--- src/rtl/io_debounce_pkg.sv ---
// Shared widths, threshold limits and helpers for the io_debounce_bank input filter.
// Chatter statistics are built only when IO_DEBOUNCE_CHATTER_EN is defined.
package io_debounce_pkg;

   localparam int CNT_W    = 10;
   localparam int CHAT_W   = 8;
   localparam int TH_MIN   = 1;
   localparam int TH_MAX   = 1023;
   localparam int N_CH_MIN = 1;
   localparam int N_CH_MAX = 32;

   typedef struct packed {
      logic lvl;
      logic rise;
      logic fall;
      logic chatter;
   } ch_out_t;

   // The run length being qualified depends on which way the level would move.
   function automatic logic [CNT_W-1:0] sel_th(input logic                lvl,
                                               input logic [CNT_W-1:0]  on_th,
                                               input logic [CNT_W-1:0]  off_th);
      return lvl ? off_th : on_th;
   endfunction

endpackage

--- src/rtl/io_debounce_ch.sv ---
// One debounce channel: two-flop synchroniser, run-length qualifier, edge strobes,
// and (with IO_DEBOUNCE_CHATTER_EN) a saturating aborted-run counter with sticky flag.
module io_debounce_ch
   import io_debounce_pkg::*;
#(
   parameter logic [CNT_W-1:0]  ON_TH    = 10'd10,
   parameter logic [CNT_W-1:0]  OFF_TH   = 10'd10,
   parameter logic              RST_LVL  = 1'b0,
   parameter logic [CHAT_W-1:0] CHAT_LIM = 8'd16
) (
   input  logic    i_clk,
   input  logic    i_rst,
   input  logic    i_in,
   input  logic    i_chatter_clr,
   output ch_out_t o_ch
);

   logic             r_s1;
   logic             r_s2;
   logic             r_lvl;
   logic             r_rise;
   logic             r_fall;
   logic [CNT_W-1:0] r_cnt;

   logic [CNT_W-1:0] w_th;
   logic             w_diff;
   logic             w_last;
   logic             w_abort;
   logic             w_chatter;

   assign w_th    = sel_th(r_lvl, ON_TH, OFF_TH);
   assign w_diff  = (r_s2 != r_lvl);
   assign w_last  = (r_cnt >= (w_th - CNT_W'(1)));
   assign w_abort = !w_diff && (r_cnt != '0);

   always_ff @(posedge i_clk or posedge i_rst) begin
      if (i_rst) begin
         r_s1   <= RST_LVL;
         r_s2   <= RST_LVL;
         r_lvl  <= RST_LVL;
         r_cnt  <= '0;
         r_rise <= 1'b0;
         r_fall <= 1'b0;
      end else begin
         r_s1   <= i_in;
         r_s2   <= r_s1;
         r_rise <= 1'b0;
         r_fall <= 1'b0;
         if (!w_diff) begin
            r_cnt <= '0;
         end else if (w_last) begin
            r_lvl  <= r_s2;
            r_cnt  <= '0;
            r_rise <= r_s2;
            r_fall <= !r_s2;
         end else begin
            r_cnt <= r_cnt + CNT_W'(1);
         end
      end
   end

`ifdef IO_DEBOUNCE_CHATTER_EN
   logic [CHAT_W-1:0] r_chat_cnt;
   logic              r_chatter;
   logic [CHAT_W-1:0] w_chat_inc;

   assign w_chat_inc = (r_chat_cnt == '1) ? r_chat_cnt : r_chat_cnt + CHAT_W'(1);

   // Clear has priority over an abort landing in the same cycle.
   always_ff @(posedge i_clk or posedge i_rst) begin
      if (i_rst) begin
         r_chat_cnt <= '0;
         r_chatter  <= 1'b0;
      end else if (i_chatter_clr) begin
         r_chat_cnt <= '0;
         r_chatter  <= 1'b0;
      end else if (w_abort) begin
         r_chat_cnt <= w_chat_inc;
         if (w_chat_inc >= CHAT_LIM) begin
            r_chatter <= 1'b1;
         end
      end
   end

   assign w_chatter = r_chatter;
`else
   logic w_unused_chat;
   assign w_unused_chat = w_abort ^ i_chatter_clr ^ (|CHAT_LIM);
   assign w_chatter     = 1'b0;
`endif

   assign o_ch.lvl     = r_lvl;
   assign o_ch.rise    = r_rise;
   assign o_ch.fall    = r_fall;
   assign o_ch.chatter = w_chatter;

endmodule

--- src/rtl/io_debounce_bank.sv ---
// N_CH-channel input debouncer bank with shared chatter clear.
// Optional chatter statistics: define IO_DEBOUNCE_CHATTER_EN.
module io_debounce_bank
   import io_debounce_pkg::*;
#(
   parameter int                N_CH     = 8,
   parameter logic [CNT_W-1:0]  ON_TH    = 10'd10,
   parameter logic [CNT_W-1:0]  OFF_TH   = 10'd10,
   parameter logic              RST_LVL  = 1'b0,
   parameter logic [CHAT_W-1:0] CHAT_LIM = 8'd16
) (
   input  logic            clk,
   input  logic            rst,
   input  logic [N_CH-1:0] in_i,
   output logic [N_CH-1:0] lvl_o,
   output logic [N_CH-1:0] rise_o,
   output logic [N_CH-1:0] fall_o,
   output logic [N_CH-1:0] chatter_o,
   input  logic            chatter_clr_i
);

   if (ON_TH == '0 || OFF_TH == '0) begin : g_bad_th
      $error("io_debounce_bank: ON_TH and OFF_TH must be in %0d..%0d", TH_MIN, TH_MAX);
   end
   if (N_CH < N_CH_MIN || N_CH > N_CH_MAX) begin : g_bad_nch
      $error("io_debounce_bank: N_CH must be in %0d..%0d", N_CH_MIN, N_CH_MAX);
   end

   logic [N_CH-1:0] w_chatter_clr;
   ch_out_t         w_ch [N_CH];

   assign w_chatter_clr = {N_CH{chatter_clr_i}};

   for (genvar gi = 0; gi < N_CH; gi++) begin : g_ch
      io_debounce_ch #(
         .ON_TH    (ON_TH),
         .OFF_TH   (OFF_TH),
         .RST_LVL  (RST_LVL),
         .CHAT_LIM (CHAT_LIM)
      ) u_ch (
         .i_clk         (clk),
         .i_rst         (rst),
         .i_in          (in_i[gi]),
         .i_chatter_clr (w_chatter_clr[gi]),
         .o_ch          (w_ch[gi])
      );

      assign lvl_o[gi]     = w_ch[gi].lvl;
      assign rise_o[gi]    = w_ch[gi].rise;
      assign fall_o[gi]    = w_ch[gi].fall;
      assign chatter_o[gi] = w_ch[gi].chatter;
   end

endmodule
--- config.mk ---
export PLATFORM = sky130hd
export DESIGN_NAME = io_debounce_bank
export DESIGN_NICKNAME = d
export VERILOG_FILES = /design/src/rtl/io_debounce_pkg.sv /design/src/rtl/io_debounce_ch.sv /design/src/rtl/io_debounce_bank.sv
export SDC_FILE = /design/constraint.sdc
export NUM_CORES = 1
export LEC_CHECK = 0
export ABC_AREA = 1
export BUFFER_PORTS_ARGS = -buffer_cell sky130_fd_sc_hd__buf_2
export CAP_MARGIN = 10
export CORE_MARGIN = 3
export CORE_UTILIZATION = 50
export DETAILED_ROUTE_END_ITERATION = 12
export GPL_ROUTABILITY_DRIVEN = 1
export PLACE_DENSITY = 0.76
export SETUP_SLACK_MARGIN = 0.3
export SLEW_MARGIN = 20
export SYNTH_ARGS = -nofsm -noshare
export SYNTH_HDL_FRONTEND = slang
export SYNTH_SLANG_ARGS = --single-unit
--- constraint.sdc ---
create_clock -name clk -period 8.8 [get_ports clk]
set_input_delay 0.44 -clock clk [delete_from_list [all_inputs] [get_ports clk]]
set_output_delay 0.44 -clock clk [all_outputs]
set_load 0.05 [all_outputs]
==> impl_metrics.yaml <==
critical_path:
  cp-end-kind: "output pin"
  cp-start-kind: "flip-flop"
  cp_slowest_stage_delay_ps: 400
  required_ps: 8360
  cp_max_fo: 4
  path_class: "reg -> out"
  cp_top_family: "flip-flops"
  crit_slowest_cell: "dfrtp_1"
  crit_arrival_ps: 1180
  path_buf_inv: 1
  path_cells: "buf_2"
timing:
  slew_violations: 0
  holdWs_ps: 40.9
  fin_crit_sh_pct: 18.5
  clock_skew_ps: 11.5
  tightestPinTransition_ps: 766
  setup_viol: 0
  period_needed_ps: 1620
  slew_headroom_pct: 49.0
  fmax_mhz: 616
  tns_ps: 0
  rsz0062_at_grt: "false"
  hold_viol_final: 0
run:
  maxCapViolations: 0
cells_and_area:
  n_antenna_cell: 0
  fill_cells: 718
  layout.nets: 539
  drive_above_1_share_pct: 16.7
  syn_to_final_growth_pct: 18.8
routing:
  routed_wl_mm: 6.48
  wl_per_cell_um: 10.1
  dr.first_iter.drc_count: 71
  drtAntennaViolNets: 0
  num_vias: 2732
  dr.pass1.iters: 4
  drc: 0
  avgViaCountPerCell: 4.26
die:
  die_area_sq_mm: 0.0107
  die_h_um: 104
  core_area_sq_mm: 0.00898
  rows: 34
  die_w_um: 104
  floorplan.initialDensity_pct: 53.0
  ios: 43
grt:
  grt_pass1_vias: 2906
  grt_pass1_wl_mm: 11.9
  grt_usage_pct: 13.7
  antenna_found_initial: 0
  grt_max_degree: 89
  grt-ovfl-total: 0
power:
  peakVddDrop_v: 0.000117
  power_density_mw_per_mm2: 232
  leakage_nw: 2.87
cts:
  cts_resized: 0
  hold_buffers: 1
  h-tree-depth: 4
  clock-root-buffer: "clkbuf_8"
  clk-insertion-delay-late_ps: 500
  cts.sinks: 120
  post_cts_buffers: 0
  cts-buffers-inserted: 17
  cts_tree: "done"
  clkTransAtPathRegs_ps: 60
  clockBufferDepth: 2
hold_path:
  holdCritPathClass: "in -> reg"
yosys:
  syn-instance-count: 427
  synth_area_sq_mm: 0.00476
  yosysWarnings: 0
  synth_area_per_cell_sq_um: 11.1
  synth_seq_cells: 120
  synth_cell_types: 21
  yosysSeqAreaShare_pct: 63.1
placed_design:
  dp_hpwl_mm: 4.41
  gp_congestion: 0.761
  port_buffers: 33
run_status:
  run_status: "complete, no violations"
-- cell usage after synthesis --
| library cell | instances | area share (%) |
|---|---|---|
| nand2_4 | 1 | 0.24 |
| o21ai_2 | 1 | 0.18 |
| xor2_1 | 8 | 1.5 |
| or2_1 | 6 | 0.79 |
| nor2_4 | 7 | 1.7 |
| a21oi_1 | 4 | 0.42 |
| conb_1 | 1 | 0.079 |
| nand3_2 | 7 | 1.5 |
| xnor2_1 | 8 | 1.5 |
| nand2_2 | 1 | 0.13 |
| nor2_1 | 68 | 5.4 |
| or2_4 | 1 | 0.18 |
| buf_4 | 32 | 5.1 |
| nand3_4 | 1 | 0.37 |
| nand3b_1 | 1 | 0.16 |
| ha_1 | 24 | 6.3 |
| nand2_1 | 69 | 5.4 |
| nor2_8 | 1 | 0.42 |
| nand3_1 | 16 | 1.7 |
| inv_1 | 50 | 3.9 |
| dfrtp_1 | 120 | 63 |
-- sequential cells by signal, summed over array words and instances, names as in the netlist --
| name | count |
|---|---|
| g_ch.u_ch.r_cnt | 80 |
| g_ch.u_ch.r_fall | 8 |
| g_ch.u_ch.r_lvl | 8 |
| g_ch.u_ch.r_rise | 8 |
| g_ch.u_ch.r_s1 | 8 |
| g_ch.u_ch.r_s2 | 8 |
-- placed cells by master (no fill, tap or decap), types with 4 or more instances in the layout --
cell        count
or2_1           6
conb_1         56
nor2_1         68
clkbuf_8        4
nand3_1        16
nand3_2         7
clkinvlp_4      6
xnor2_1         8
ha_1           24
nor2_4          7
clkbuf_16      16
inv_1          49
buf_2          33
nand2_1        69
dfrtp_1       120
a21oi_1         4
xor2_1          8
-- final cells by class --
cell class | count | area [sq um] | share of cell area [%]
Tap cell | 126 | 158 | 2.79
Clock inverter | 11 | 124 | 2.19
Clock buffer | 20 | 455 | 8.06
Inverter | 50 | 190 | 3.37
Sequential cell | 120 | 3000 | 53.2
Multi-Input combinational cell | 280 | 1530 | 27.1
Timing Repair Buffer | 35 | 186 | 3.30
-- per-stage QoR --
stage	setup WS [ps]	power [mW]	utilization [%]	instances	cell area, sq um
floorplan	5170	0.658	-	482	4960
CTS	6820	1.33	62.9	642	5640
global placement	6910	0.659	56.3	610	5050
detailed placement	6830	0.662	56.3	610	5050
global route	7000	1.36	62.9	642	5650
finish	7180	1.31	62.9	642	5650
-- per-layer routing --
layer	GRT usage, %	part of all wire [%]	vias up
met5	0	0	-
met4	5.60	1.4	0
met3	5.41	4.5	12
met2	25.4	55	49
met1	13.4	39	1318
li1	-	-	1353
-- power by group --
part / total, mW / leakage (nW) / switching [mW] / internal [mW]
Sequential: 0.582 / 1.49 / 0.00830 / 0.574
Clock: 0.656 / 0.267 / 0.234 / 0.422
Combinational: 0.0705 / 1.11 / 0.0571 / 0.0133
Total: 1.31 / 2.87 / 0.299 / 1.01
-- kinds of logic after synthesis --
group,count (synthesis),share of synthesized area (%)
compound gates,5,0.605
buf+inv,82,9.00
other cells,1,0.0789
fa+ha+maj,24,6.31
flops,120,63.1
xor+xnor,16,2.95
simple gates,179,17.9
-- worst paths after layout --
| path | from | endpoint | slack, ps | cells past startpoint |
|---|---|---|---|---|
| max in group asynchronous | rst | g_ch[2].u_ch.r_s2$_DFF_PP0_ | 7220 | 4 |
| worst max register to register | g_ch[5].u_ch.r_cnt[1]$_DFF_PP0_ | g_ch[5].u_ch.r_fall$_DFF_PP0_ | 7550 | 8 |
| worst min register to register | g_ch[2].u_ch.r_s1$_DFF_PP0_ | g_ch[2].u_ch.r_s2$_DFF_PP0_ | 350 | 0 |
| worst max-delay path | g_ch[7].u_ch.r_lvl$_DFFE_PP0P_ | lvl_o[7] | 7180 | 1 |
| min in group asynchronous | rst | g_ch[0].u_ch.r_fall$_DFF_PP0_ | 480 | 3 |
| worst min-delay path | in_i[0] | g_ch[0].u_ch.r_s1$_DFF_PP0_ | 40 | 1 |
Note: power is estimated with default switching activity, not from simulation.
